`src/rtl/iterative_muldiv_pkg.sv`:
```
// Shared encodings and helpers for the iterative RV32M multiply/divide unit.
package muldiv_pkg;

  localparam logic [2:0] OP_MUL    = 3'd0;
  localparam logic [2:0] OP_MULH   = 3'd1;
  localparam logic [2:0] OP_MULHSU = 3'd2;
  localparam logic [2:0] OP_MULHU  = 3'd3;
  localparam logic [2:0] OP_DIV    = 3'd4;
  localparam logic [2:0] OP_DIVU   = 3'd5;
  localparam logic [2:0] OP_REM    = 3'd6;
  localparam logic [2:0] OP_REMU   = 3'd7;

  typedef enum logic [1:0] {
    ST_IDLE = 2'd0,
    ST_CALC = 2'd1,
    ST_FIX  = 2'd2,
    ST_DONE = 2'd3
  } state_e;

  function automatic int cnt_width(input int n);
    return $clog2(n + 1);
  endfunction

  function automatic logic op_is_div(input logic [2:0] op);
    return op[2];
  endfunction

  function automatic logic op_is_rem(input logic [2:0] op);
    return op[2] & op[1];
  endfunction

  // MUL never needs signed magnitudes: its low half is sign-agnostic.
  function automatic logic op_a_signed(input logic [2:0] op);
    return (op == OP_MULH) || (op == OP_MULHSU) || (op == OP_DIV) || (op == OP_REM);
  endfunction

  function automatic logic op_b_signed(input logic [2:0] op);
    return (op == OP_MULH) || (op == OP_DIV) || (op == OP_REM);
  endfunction

endpackage

```
`src/rtl/iterative_muldiv_if.sv`:
```
// Request/response bundle between the execute stage and the multiply/divide unit.
interface iterative_muldiv_if #(
  parameter int size = 32
) ();

  logic            flush;
  logic            in_valid;
  logic            in_ready;
  logic [2:0]      op;
  logic [size-1:0] A;
  logic [size-1:0] B;
  logic            out_valid;
  logic            out_ready;
  logic [size-1:0] S;
  logic            busy;

  modport master (
    output flush, in_valid, op, A, B, out_ready,
    input  in_ready, out_valid, S, busy
  );

  modport slave (
    input  flush, in_valid, op, A, B, out_ready,
    output in_ready, out_valid, S, busy
  );

endinterface

```
`src/rtl/iterative_muldiv_step.sv`:
```
// One radix-2 iteration: shift-add for multiply, restoring shift-subtract for divide.
module muldiv_step #(
  parameter int size = 32
) (
  input  logic              div_i,
  input  logic [2*size-1:0] acc_i,
  input  logic [size-1:0]   operand_i,
  output logic [2*size-1:0] acc_o
);

  logic [size:0] add_sum;
  logic [size:0] shifted;
  logic [size:0] trial;

  // Multiply keeps the multiplier in the low half; divide keeps {remainder, dividend}.
  always_comb begin
    add_sum = {1'b0, acc_i[2*size-1:size]} + (acc_i[0] ? {1'b0, operand_i} : '0);
    shifted = acc_i[2*size-1:size-1];
    trial   = shifted - {1'b0, operand_i};
    acc_o   = {add_sum, acc_i[size-1:1]};
    if (div_i) begin
      if (trial[size]) begin
        acc_o = {shifted[size-1:0], acc_i[size-2:0], 1'b0};
      end else begin
        acc_o = {trial[size-1:0], acc_i[size-2:0], 1'b1};
      end
    end
  end

endmodule

```
`src/rtl/iterative_muldiv.sv`:
```
// Multi-cycle RV32M multiply/divide unit, one result bit per cycle, with
// valid/ready handshakes and a pipeline-kill flush.
module iterative_muldiv
  import muldiv_pkg::*;
#(
  parameter int size = 32
) (
  input  logic                clk,
  input  logic                reset,
  iterative_muldiv_if.slave   bus
);

  localparam int CW = cnt_width(size);

  state_e            state_q, state_d;
  logic [CW-1:0]     cnt_q, cnt_d;
  logic [2:0]        op_q, op_d;
  logic              neg_q, neg_d;
  logic              special_q, special_d;
  logic [size-1:0]   bmag_q, bmag_d;
  logic [size-1:0]   s_q, s_d;
  logic [2*size-1:0] acc_q, acc_d;
  logic [2*size-1:0] step_acc;

  logic              a_neg, b_neg, div_zero, div_ovf, special_in, neg_in;
  logic [size-1:0]   a_mag, b_mag, special_res, min_val;
  logic [size-1:0]   d_sel, d_res, fix_res;
  logic [2*size-1:0] m_res;

  assign min_val = {1'b1, {(size-1){1'b0}}};

  // Magnitudes of a MIN operand stay correct as unsigned size-bit values.
  always_comb begin
    a_neg       = op_a_signed(bus.op) & bus.A[size-1];
    b_neg       = op_b_signed(bus.op) & bus.B[size-1];
    a_mag       = a_neg ? (~bus.A + 1'b1) : bus.A;
    b_mag       = b_neg ? (~bus.B + 1'b1) : bus.B;
    div_zero    = op_is_div(bus.op) && (bus.B == '0);
    div_ovf     = op_is_div(bus.op) && op_b_signed(bus.op) &&
                  (bus.A == min_val) && (bus.B == '1);
    special_in  = div_zero | div_ovf;
    neg_in      = op_is_rem(bus.op) ? a_neg : (a_neg ^ b_neg);
    special_res = '0;
    if (div_zero) begin
      special_res = op_is_rem(bus.op) ? bus.A : '1;
    end else if (div_ovf) begin
      special_res = op_is_rem(bus.op) ? '0 : min_val;
    end
  end

  muldiv_step #(
    .size(size)
  ) u_step (
    .div_i     (op_is_div(op_q)),
    .acc_i     (acc_q),
    .operand_i (bmag_q),
    .acc_o     (step_acc)
  );

  always_comb begin
    m_res = neg_q ? (~acc_q + 1'b1) : acc_q;
    d_sel = op_is_rem(op_q) ? acc_q[2*size-1:size] : acc_q[size-1:0];
    d_res = neg_q ? (~d_sel + 1'b1) : d_sel;
    if (special_q) begin
      fix_res = acc_q[size-1:0];
    end else if (op_is_div(op_q)) begin
      fix_res = d_res;
    end else if (op_q == OP_MUL) begin
      fix_res = m_res[size-1:0];
    end else begin
      fix_res = m_res[2*size-1:size];
    end
  end

  // Special cases skip CALC but still pass through FIX, so S is only ever
  // written on the way into DONE and their result appears one edge after accept.
  always_comb begin
    state_d   = state_q;
    cnt_d     = cnt_q;
    op_d      = op_q;
    neg_d     = neg_q;
    special_d = special_q;
    bmag_d    = bmag_q;
    acc_d     = acc_q;
    s_d       = s_q;
    unique case (state_q)
      ST_IDLE: begin
        if (bus.in_valid && !bus.flush) begin
          op_d   = bus.op;
          neg_d  = neg_in;
          bmag_d = b_mag;
          if (special_in) begin
            special_d = 1'b1;
            acc_d     = {{size{1'b0}}, special_res};
            cnt_d     = '0;
            state_d   = ST_FIX;
          end else begin
            special_d = 1'b0;
            acc_d     = {{size{1'b0}}, a_mag};
            cnt_d     = CW'(size);
            state_d   = ST_CALC;
          end
        end
      end
      ST_CALC: begin
        acc_d = step_acc;
        cnt_d = cnt_q - 1'b1;
        if (cnt_q == CW'(1)) begin
          state_d = ST_FIX;
        end
      end
      ST_FIX: begin
        s_d     = fix_res;
        state_d = ST_DONE;
      end
      ST_DONE: begin
        if (bus.out_ready) begin
          state_d = ST_IDLE;
        end
      end
      default: state_d = ST_IDLE;
    endcase
    if (bus.flush) begin
      state_d = ST_IDLE;
      cnt_d   = '0;
      s_d     = s_q;
    end
  end

  always_ff @(posedge clk) begin
    if (!reset) begin
      state_q   <= ST_IDLE;
      cnt_q     <= '0;
      op_q      <= OP_MUL;
      neg_q     <= 1'b0;
      special_q <= 1'b0;
      bmag_q    <= '0;
      acc_q     <= '0;
      s_q       <= '0;
    end else begin
      state_q   <= state_d;
      cnt_q     <= cnt_d;
      op_q      <= op_d;
      neg_q     <= neg_d;
      special_q <= special_d;
      bmag_q    <= bmag_d;
      acc_q     <= acc_d;
      s_q       <= s_d;
    end
  end

  assign bus.in_ready  = (state_q == ST_IDLE);
  assign bus.out_valid = (state_q == ST_DONE);
  assign bus.busy      = (state_q != ST_IDLE);
  assign bus.S         = s_q;

endmodule
```
`src/flat_wrapper.sv`:
```
// flat-port wrapper written by rule: the top's interface ports become plain ports
module iterative_muldiv_flat import muldiv_pkg::*;
#(
  parameter int size = 32
)
  (clk, reset, bus_flush, bus_in_valid, bus_op, bus_A, bus_B, bus_out_ready, bus_in_ready, bus_out_valid, bus_S, bus_busy);
  iterative_muldiv_if #(.size(size)) bus_i ();
  input  logic clk;
  input  logic reset;
  input wire logic [$bits(bus_i.flush)-1:0] bus_flush;
  input wire logic [$bits(bus_i.in_valid)-1:0] bus_in_valid;
  input wire logic [$bits(bus_i.op)-1:0] bus_op;
  input wire logic [$bits(bus_i.A)-1:0] bus_A;
  input wire logic [$bits(bus_i.B)-1:0] bus_B;
  input wire logic [$bits(bus_i.out_ready)-1:0] bus_out_ready;
  output wire logic [$bits(bus_i.in_ready)-1:0] bus_in_ready;
  output wire logic [$bits(bus_i.out_valid)-1:0] bus_out_valid;
  output wire logic [$bits(bus_i.S)-1:0] bus_S;
  output wire logic [$bits(bus_i.busy)-1:0] bus_busy;
  assign bus_i.flush = bus_flush;
  assign bus_i.in_valid = bus_in_valid;
  assign bus_i.op = bus_op;
  assign bus_i.A = bus_A;
  assign bus_i.B = bus_B;
  assign bus_i.out_ready = bus_out_ready;
  assign bus_in_ready = bus_i.in_ready;
  assign bus_out_valid = bus_i.out_valid;
  assign bus_S = bus_i.S;
  assign bus_busy = bus_i.busy;
  iterative_muldiv #(.size(size)) u_core (.clk(clk), .reset(reset), .bus(bus_i));
endmodule
```
`config.mk`:
```
export PLATFORM = sky130hd
export DESIGN_NAME = iterative_muldiv_flat
export DESIGN_NICKNAME = d
export VERILOG_FILES = /design/src/rtl/iterative_muldiv_pkg.sv /design/src/rtl/iterative_muldiv_if.sv /design/src/rtl/iterative_muldiv_step.sv /design/src/rtl/iterative_muldiv.sv /design/src/flat_wrapper.sv
export SDC_FILE = /design/constraint.sdc
export NUM_CORES = 1
export LEC_CHECK = 0
export ABC_AREA = 1
export BUFFER_PORTS_ARGS = -buffer_cell sky130_fd_sc_hd__buf_4
export CORE_UTILIZATION = 25
export CTS_BUF_LIST = sky130_fd_sc_hd__clkbuf_8
export CTS_CLUSTER_SIZE = 24
export DETAILED_ROUTE_END_ITERATION = 7
export PLACE_DENSITY = 0.38
export SETUP_SLACK_MARGIN = 0.02
export SYNTH_ARGS = -nofsm -noshare
export SYNTH_HDL_FRONTEND = slang
export SYNTH_SLANG_ARGS = --single-unit
export TNS_END_PERCENT = 10
```
`constraint.sdc`:
```
create_clock -name clk -period 3.7 [get_ports clk]
set_clock_uncertainty 0.15 [all_clocks]
set_input_delay 0.74 -clock clk [delete_from_list [all_inputs] [get_ports clk]]
set_output_delay 0.74 -clock clk [all_outputs]
set_load 0.01 [all_outputs]
```
# Word-level counts from Yosys, hierarchy flattened
# Cells that the tools add are included.
[classes]
div_mod_pow = 0
n_eq_ne = 13
order_cmp = 0
bitwise = 12
mux = 28
n_reduce_logical = 21
multipliers = 0
shift = 0
add_sub_neg = 7
[op_table]
columns = ["cell", "count"]
rows = [
  ["32-bit 2-to-1 mux", 13],
  ["64-bit 2-to-1 mux", 4],
  ["64-bit one-hot mux with 2 select lines", 1],
  ["32-bit by 1-bit adder with 32-bit output (second input constant)", 3],
  ["32-bit NOT", 3],
  ["64-bit by 1-bit adder with 64-bit output (second input constant)", 1],
  ["32-bit == test (second input constant)", 2],
  ["64-bit NOT", 1],
  ["32-bit by 33-bit adder with 33-bit output", 1],
  ["33-bit by 32-bit subtractor with 33-bit output", 1],
  ["32-bit zero test", 1],
  ["6-bit 2-to-1 mux", 2],
  ["6-bit one-hot mux with 2 select lines", 1],
  ["2-bit 2-to-1 mux", 4],
  ["2-bit one-hot mux with 4 select lines", 1],
  ["3-bit == test (second input constant)", 2],
  ["6-bit by 1-bit == test with 1-bit output (second input constant)", 1],
  ["2-bit AND reduction", 3],
  ["6-bit by 1-bit subtractor with 6-bit output (second input constant)", 1],
  ["1-bit logical AND", 5],
  ["1-bit logical OR", 5],
  ["1-bit AND", 4],
  ["2-bit == test (second input constant)", 2],
  ["2-bit by 1-bit inequality test with 1-bit output (second input constant)", 2],
  ["14 further kinds", 17],
]
[word_totals]
register_bits = 141
input_bits = 72
mem_bits_ro = 0
out_inout_bits = 35
latch_bits = 0
ramBits = 0
n_memories = 0

# Longest topological paths before layout
# Gate-level depths: netlist of the first run.
[depth]
depth_word = 11
depth_mapped = 20

# Modules after synthesis
# From an unflattened synthesis of the first run, not the netlist that was laid out.
[hier_totals]
cells_unflattened = 3524
area_unflattened_um2 = 18650.4
[by_module_without_submodules]
columns = ["module", "seq_area_each_um2", "n_inst", "area_per_inst_um2", "cells_each"]
rows = [
  ["iterative_muldiv", 2822.7, 1, 12294.3, 2216],
  ["muldiv_step", 0.0, 1, 6356.1, 1308],
]

# Worst setup path before layout of the first run
# No wires, ideal clock.
[synth_timing]
path_kind = "flip-flop to flip-flop"
startpoint = "register u_core.acc_q[0]"
endpoint = "register u_core.acc_q[59]"
t_required_ns = 3.418
period_less_slack_ns = 2.759
setup_ns = 0.132
path_stages_with_launch = 20
arrival_ns = 2.476
setup_slack_ns = 0.941
cell_sequence = "dfxtp_1 buf_2 clkbuf_1 nand2_1 inv_1 ha_1 inv_1 fa_1 o21ai_0 nand2_1 nand2_1 nand2_1 nand2_1 nand2_1 nand3_1 nand2_1 nor2_1 nor2_1 nand2_1 a21oi_1"
[synth_via]
elab_chain_cells = 4
[synth_lines]
columns = ["element", "line", "source"]
rows = [
  ["from (decl)", "iterative_muldiv.sv:22", "logic [2*size-1:0] acc_q, acc_d;"],
  ["from (signal assigned)", "iterative_muldiv.sv:138", "acc_q <= '0;"],
  ["from (signal assigned)", "iterative_muldiv.sv:147", "acc_q <= acc_d;"],
  ["32-bit 2-to-1 mux", "iterative_muldiv_step.sv:17", "add_sum = {1'b0, acc_i[2*size-1:size]} + (acc_i[0] ? {1'b0, operand_i} : '0);"],
  ["32-bit by 33-bit adder with 33-bit output", "iterative_muldiv_step.sv:17", ""],
  ["64-bit 2-to-1 mux", "iterative_muldiv_step.sv:21", "if (div_i) begin"],
  ["64-bit one-hot mux with 2 select lines", "iterative_muldiv.sv:86", "unique case (state_q)"],
]
# No other way between the ends.
# A chain may end at the register's enable or synchronous reset.

# Final worst setup path of the first run
[layout_timing]
startpoint = "register u_core.acc_q[31]"
endpoint = "register u_core.acc_q[37]"
[layout_via]
elab_chain_cells = 4
[layout_lines]
columns = ["element", "line", "source"]
rows = [
  ["33-bit by 32-bit subtractor with 33-bit output", "iterative_muldiv_step.sv:19", "trial = shifted - {1'b0, operand_i};"],
  ["64-bit 2-to-1 mux", "iterative_muldiv_step.sv:22", "if (trial[size]) begin"],
  ["64-bit 2-to-1 mux", "iterative_muldiv_step.sv:21", ""],
  ["64-bit one-hot mux with 2 select lines", "iterative_muldiv.sv:86", ""],
]
# No other way between the ends.

==> impl_metrics.ini, run 1 <==
[setup_path]
cp_num_buf_inv = 3
path_max_fanout = 23
cp_cell_sequence = inv_1, ha_1, fa_1, inv_1, nand3_1, nand2_1, nand2_1, nand2_1, nand2_1, nand2_1, nand2_1, nand2_1, nand2_1, nand2_2, buf_4, nand2_1, nand3_1, nand2_1, a21oi_1
arrival_ns = 3.54
crit_top_cell = nand2_1
max_stage_delay_ns = 0.40
cp-start-kind = flip-flop
crit_family = simple AND/OR/NAND/NOR gates
critPathSlowestCell = fa_1
end_kind = flip-flop
path_class = reg -> reg
crit_required_ns = 4.05

[place]
io_buffers = 106
dp.cells = 4373
place_congestion = 0.938
dpl_worst_slack_ns = 0.433
dp_hpwl_um = 71800

[drt]
detail-route-antenna-nets = 0
route.detailed.vias_per_inst = 5.01
vias = 22100
post-route-drc-count = 1
avgRoutedWirePerCell_um = 20.4
firstDrtPassIters = 7
wl_um = 89900
dr.first_iter.drc_count = 2186

[layout]
nets = 3591
finalNonFillerCells = 4406
drive_above_1_share_pct = 8.10
area_growth_syn_to_layout_pct = 13.8
fin_util_pct = 28.7

[cts]
postCtsSetupRepairBufs = 0
cts-root-buf = clkbuf_8
cts.sinks = 141
cts_buffers = 17
tritoncts = yes
htree_levels = 4
clk_pin_slew_worst_paths_ns = 0.11
clock_latency_ns = 0.58
clk_path_buf_depth = 2
hold_buffers = 0
post_cts_resized = 0

[synth]
synthTopCellsByArea = nand2_1 (21%), dfxtp_1 (16%), a21oi_1 (8.9%)
synth-seq-cells = 141
avgSynthCellArea_sq_um = 5.36
postSynthCellCount = 3365
synth_edf_count = 0
synth_fp_nets = 3514
synth.largest_area_cell = nand2_1
ys_types = 52
ys_seq_area_share_pct = 15.7
yosys_warnings = 0
synth_top_area_share_pct = 20.6
netlist_area_sq_um = 18000
async_reset_ff_share_pct = 0
synthFlopType = dfxtp_1

[timing]
period_share_pct = 86.3
min_period_ns = 3.19
hold_viol = 0
fin_setup_tns_ns = 0
setup_viol = 0
slew_headroom_pct = 20.0
rsz0062_at_grt = false
worst_slew_pin_slew_ns = 1.20
fmax_mhz = 313
fin_ws_ns = 0.508
report.final.slew_viol_count = 0

[run_status]
violations = design-rule violations
status = complete, but fails checks

[global_routing]
grt-ovfl-total = 0
grt_pass1_vias = 20600
antenna_found_initial = 1
grt_pass1_wl_um = 134000
grt_use_total_pct = 24.2
grt_max_degree = 66

[pwr]
vdd_drop_max_v = 0.000299
finalPower_mw = 6.11
pwr_density_cell_nw_per_um2 = 298
cellLeakagePower_nw = 10.3

[flow_run]
maxCapViolations = 0

[floorplan]
ios = 107
coreArea_sq_um = 71400
die_w_um = 270
die_h_um = 270
start_util_pct = 25.3
die-area_sq_um = 73200
std_cell_rows = 98

[hold_path]
hold_class = in -> reg
-- area by class of cell --
| type | instances | area, sq um |
|---|---|---|
| timing repair buffer | 186 | 1450 |
| antenna | 1 | 2.50 |
| multi-input combinational | 2660 | 13000 |
| inverter | 436 | 1640 |
| clock inverter | 13 | 150 |
| fill | 8565 | 50900 |
| tap | 950 | 1190 |
| clock buffer | 19 | 262 |
| sequential | 141 | 2830 |
-- flip-flops by register name, indices dropped and copies added, names as in the netlist --
name and count:
u_core.bus.S 32, u_core.acc_q 64, u_core.special_q 1, u_core.bmag_q 32
u_core.cnt_q 6, u_core.op_q 3, u_core.state_q 2, u_core.neg_q 1
-- kinds of logic (layout without fill, tap and decap cells) --
logic type | Yosys count | in the layout | share of synthesized area (%)
fa+ha+maj | 77 | 77 | 5.43
xor+xnor | 77 | 77 | 3.74
buf+inv | 564 | 654 | 12.4
other cells | 0 | 1 | 0
compound gates | 713 | 713 | 21.1
simple gates | 1793 | 1793 | 41.7
flops | 141 | 141 | 15.7
-- worst reg2reg max path: stages, from the launching register on --
cell and delay (ns):
dfxtp_1 0.34, inv_1 0.10, ha_1 0.25, fa_1 0.40
inv_1 0.09, nand3_1 0.07, nand2_1 0.16, nand2_1 0.07
nand2_1 0.12, nand2_1 0.06, nand2_1 0.10, nand2_1 0.10
nand2_1 0.09, nand2_1 0.06, nand2_2 0.34, buf_4 0.27
nand2_1 0.07, nand3_1 0.09, nand2_1 0.06, a21oi_1 0.12
-- per-layer routing --
metal	part of all wire (%)	global-route usage, %	up-vias	wire, um
met1	52	37.1	10200	46400
met2	41	34.9	650	36700
met5	0	0	-	0
met3	5.6	2.72	82	5050
met4	2.1	6.42	0	1860
li1	-	-	11100	-
-- cells in the mapped netlist (6+ instances only) --
cell      count
nand3b_1      7
a31oi_1      14
inv_1       421
inv_2         9
buf_4         8
a21oi_1     319
xor2_1       56
o221ai_1      6
buf_1        13
nand4_1      64
nor4_1       12
nor2_2        9
a21o_1        6
nand2_1     991
o21ai_0     281
ha_1         75
xnor2_1      21
nand2_2       9
o211ai_1     22
o21ai_2      12
dfxtp_1     141
buf_6         7
o21ai_1      33
clkbuf_1     81
nor3_1       37
nor2_1      341
buf_2        18
nand3_1     304
-- placed cells by master (no fill, tap or decap), drive strengths merged, types with 3 or more instances in the layout --
cell type	synthesis	routed
a21o	6	6
a21oi	320	320
a31oi	14	14
buf	47	186
bufinv	0	3
clkbuf	81	19
clkinv	6	8
clkinvlp	0	4
dfxtp	141	141
ha	75	75
inv	430	434
nand2	1001	1001
nand3	307	307
nand3b	7	7
nand4	64	64
nor2	352	352
nor3	41	41
nor4	12	12
o211ai	22	22
o21a	5	5
o21ai	328	328
o21bai	4	4
o221ai	6	6
or2	4	4
xnor2	21	21
xor2	56	56
-- final timing paths --
kind	cells after the start	slack, ns	end	startpoint
hold reg to reg	2	0.32	u_core.bus.S[3]$_SDFFE_PN0P_	u_core.bus.S[3]$_SDFFE_PN0P_
setup reg to reg	19	0.51	u_core.acc_q[37]$_SDFFE_PN0P_	u_core.acc_q[31]$_SDFFE_PN0P_
setup / recovery	19	0.51	u_core.acc_q[37]$_SDFFE_PN0P_	u_core.acc_q[31]$_SDFFE_PN0P_
hold / removal	3	0.28	u_core.op_q[1]$_SDFFE_PN0P_	bus_op[1]
-- metrics by stage --
stage	area, sq um	hold WS [ns]
floorplan	18000	0.287
global placement	20100	0.305
detailed placement	20100	0.306
CTS	20500	0.224
global route	20500	0.278
finish	20500	0.280
-- power breakdown --
group          switching (mW)  internal (mW)  total [mW]  leakage, nW
Sequential              0.187           1.61        1.80         1.15
Clock                   0.763          0.693        1.46        0.208
Combinational            2.00          0.846        2.85         8.89
Total                    2.95           3.15        6.11         10.3
Power figures use the tool's default switching activity.
==> run 2, diff against run 1 <==
Settings changed: CORE_UTILIZATION 25 to 60, MAX_ROUTING_LAYER from default to met4, PLACE_DENSITY 0.38 to 0.77.
==> run 2 against run 1 <==
  * The run now ends clean
  * Maximum frequency shrank 6.5%
  * Design area shrank 4.7%
  * Utilization grew 37 points
  * Sequential cell count is the same
  * Via count grew 6.6%
  * Register-to-register slack lost 0.22 ns
  * Highest routed layer unchanged
==> impl_metrics.ini, run 2 (synthesis gave the netlist of run 1 again) <==
[run_status]
status = finished clean

[layout]
largest_register_ffs = 64
final_cell_mix = nand2_1 (991), inv_1 (420), nor2_1 (341)
drive_above_1_share_pct = 7.17
finalNonFillerCells = 3808
layout_commonest_cell = nand2_1
nets = 3554
antenna_cells = 0
regMostFlops = u_core.acc_q
area_growth_syn_to_layout_pct = 8.38

[floorplan]
die-area_sq_um = 30700
ios = 107
coreArea_sq_um = 29600
std_cell_rows = 63
die_h_um = 175
start_util_pct = 61.0
die_w_um = 175

[pwr]
switching_power_mw = 2.91
switching_share_pct = 49.0
p_comb_share_pct = 46.2
power_frac_seq_pct = 30.5
pwr_density_cell_nw_per_um2 = 303
power.internal_mw = 3.02
vdd_drop_max_v = 0.000245
power_frac_clock_pct = 23.4
finalPower_mw = 5.93
cellLeakagePower_nw = 10.1

[cts]
cts-root-buf = clkbuf_8
htree_levels = 4
cts.sinks = 141
post_cts_resized = 0
postCtsSetupRepairBufs = 0
cts_buffers = 17
clock_latency_ns = 0.49
clk_pin_slew_worst_paths_ns = 0.10
tritoncts = yes
clk_path_buf_depth = 2
hold_buffers = 0

[global_routing]
grt_use_total_pct = 47.4
antenna_found_initial = 0
grt_max_degree = 155
grt_pass1_vias = 20600
grt_pass1_wl_um = 111000
grt-ovfl-total = 0

[place]
place_congestion = 1.12
dp_hpwl_um = 56400
io_buffers = 106
dp.cells = 3776
dpl_worst_slack_ns = 0.404

[setup_path]
end_kind = flip-flop
path_class = reg -> reg
cp-start-kind = flip-flop
max_stage_delay_ns = 0.49
crit_top_cell = nand2_1
arrival_ns = 3.67
critPathSlowestCell = dfxtp_1
cp_cell_sequence = inv_1, ha_1, fa_1, inv_1, nand3_1, nand2_1, nand2_1, nand2_1, nand2_1, nand2_1, nand2_1, nand2_1, nand2_1, nand2_2, nand2_1, nand3_1, nand2_1, a21oi_1
crit_required_ns = 3.95
path_max_fanout = 33

[timing]
fmax_mhz = 293
min_period_ns = 3.42
fin_setup_tns_ns = 0
setup_viol = 0
fin_ws_ns = 0.285
rsz0062_at_grt = false
slew_headroom_pct = 25.1
worst_slew_pin_slew_ns = 1.12
period_share_pct = 92.3
hold_viol = 0
report.final.slew_viol_count = 0

[drt]
vias = 23500
avgRoutedWirePerCell_um = 19.1
post-route-drc-count = 0
firstDrtPassIters = 7
dr.first_iter.drc_count = 4012
wl_um = 72500
route.detailed.vias_per_inst = 6.18
detail-route-antenna-nets = 0

[hold_path]
hold_class = reg -> reg

[flow_run]
maxCapViolations = 0
run 2: power groups by stage:
stage               registers [mW]  logic, mW  clock network (mW)
finish                        1.80       2.74                1.39
global route                  1.80       2.97                1.45
CTS                           1.78       2.60                1.38
detailed placement            1.81       2.59                   0
global placement              1.81       2.54                   0
floorplan                     1.73       1.86                   0
run 2: worst paths after layout:
| path | startpoint | endpoint | slack (ns) | cells past startpoint |
|---|---|---|---|---|
| hold / removal | u_core.bus.S[14]$_SDFFE_PN0P_ | u_core.bus.S[14]$_SDFFE_PN0P_ | 0.32 | 2 |
| setup / recovery | u_core.acc_q[31]$_SDFFE_PN0P_ | u_core.acc_q[57]$_SDFFE_PN0P_ | 0.28 | 18 |
| setup reg to reg | u_core.acc_q[31]$_SDFFE_PN0P_ | u_core.acc_q[57]$_SDFFE_PN0P_ | 0.28 | 18 |
| hold reg to reg | u_core.bus.S[14]$_SDFFE_PN0P_ | u_core.bus.S[14]$_SDFFE_PN0P_ | 0.32 | 2 |
run 2: metrics by stage:
stage          area (sq um)  hold slack [ns]  utilization (%)
5_1_grt               19500            0.340             66.1
6_report              19500            0.325             66.1
3_5_place_dp          19100            0.306             64.6
4_1_cts               19500            0.322             66.1
3_3_place_gp          19100            0.300             64.6
2_1_floorplan         18000            0.287                -
run 2: worst max-delay path, delay by kind of cell, from the launching register on:
family                   cells  cell delay (ns)
flip-flops                   1             0.49
AO/OA/AOI/OAI                1             0.14
adder cells (fa/ha/maj)      2             0.69
buffers and inverters        2             0.25
AND/OR/NAND/NOR             13             1.60
run 2: layout make-up:
cell class	count	area, sq um
Multi-Input combinational cell	2660	13000
Fill cell	2937	10000
Sequential cell	141	2830
Inverter	436	1640
Timing Repair Buffer	149	1170
Tap cell	390	488
Clock buffer	17	234
Clock inverter	15	193
run 2: routing by layer:
metal,share of wire [%],routed length [um],vias to the layer above,track usage [%]
li1,-,-,11100,-
met1,40,29200,10400,65.9
met2,39,28100,1856,63.6
met3,17,12200,235,13.6
met4,4.2,3060,0,18.1
met5,0,0,-,-
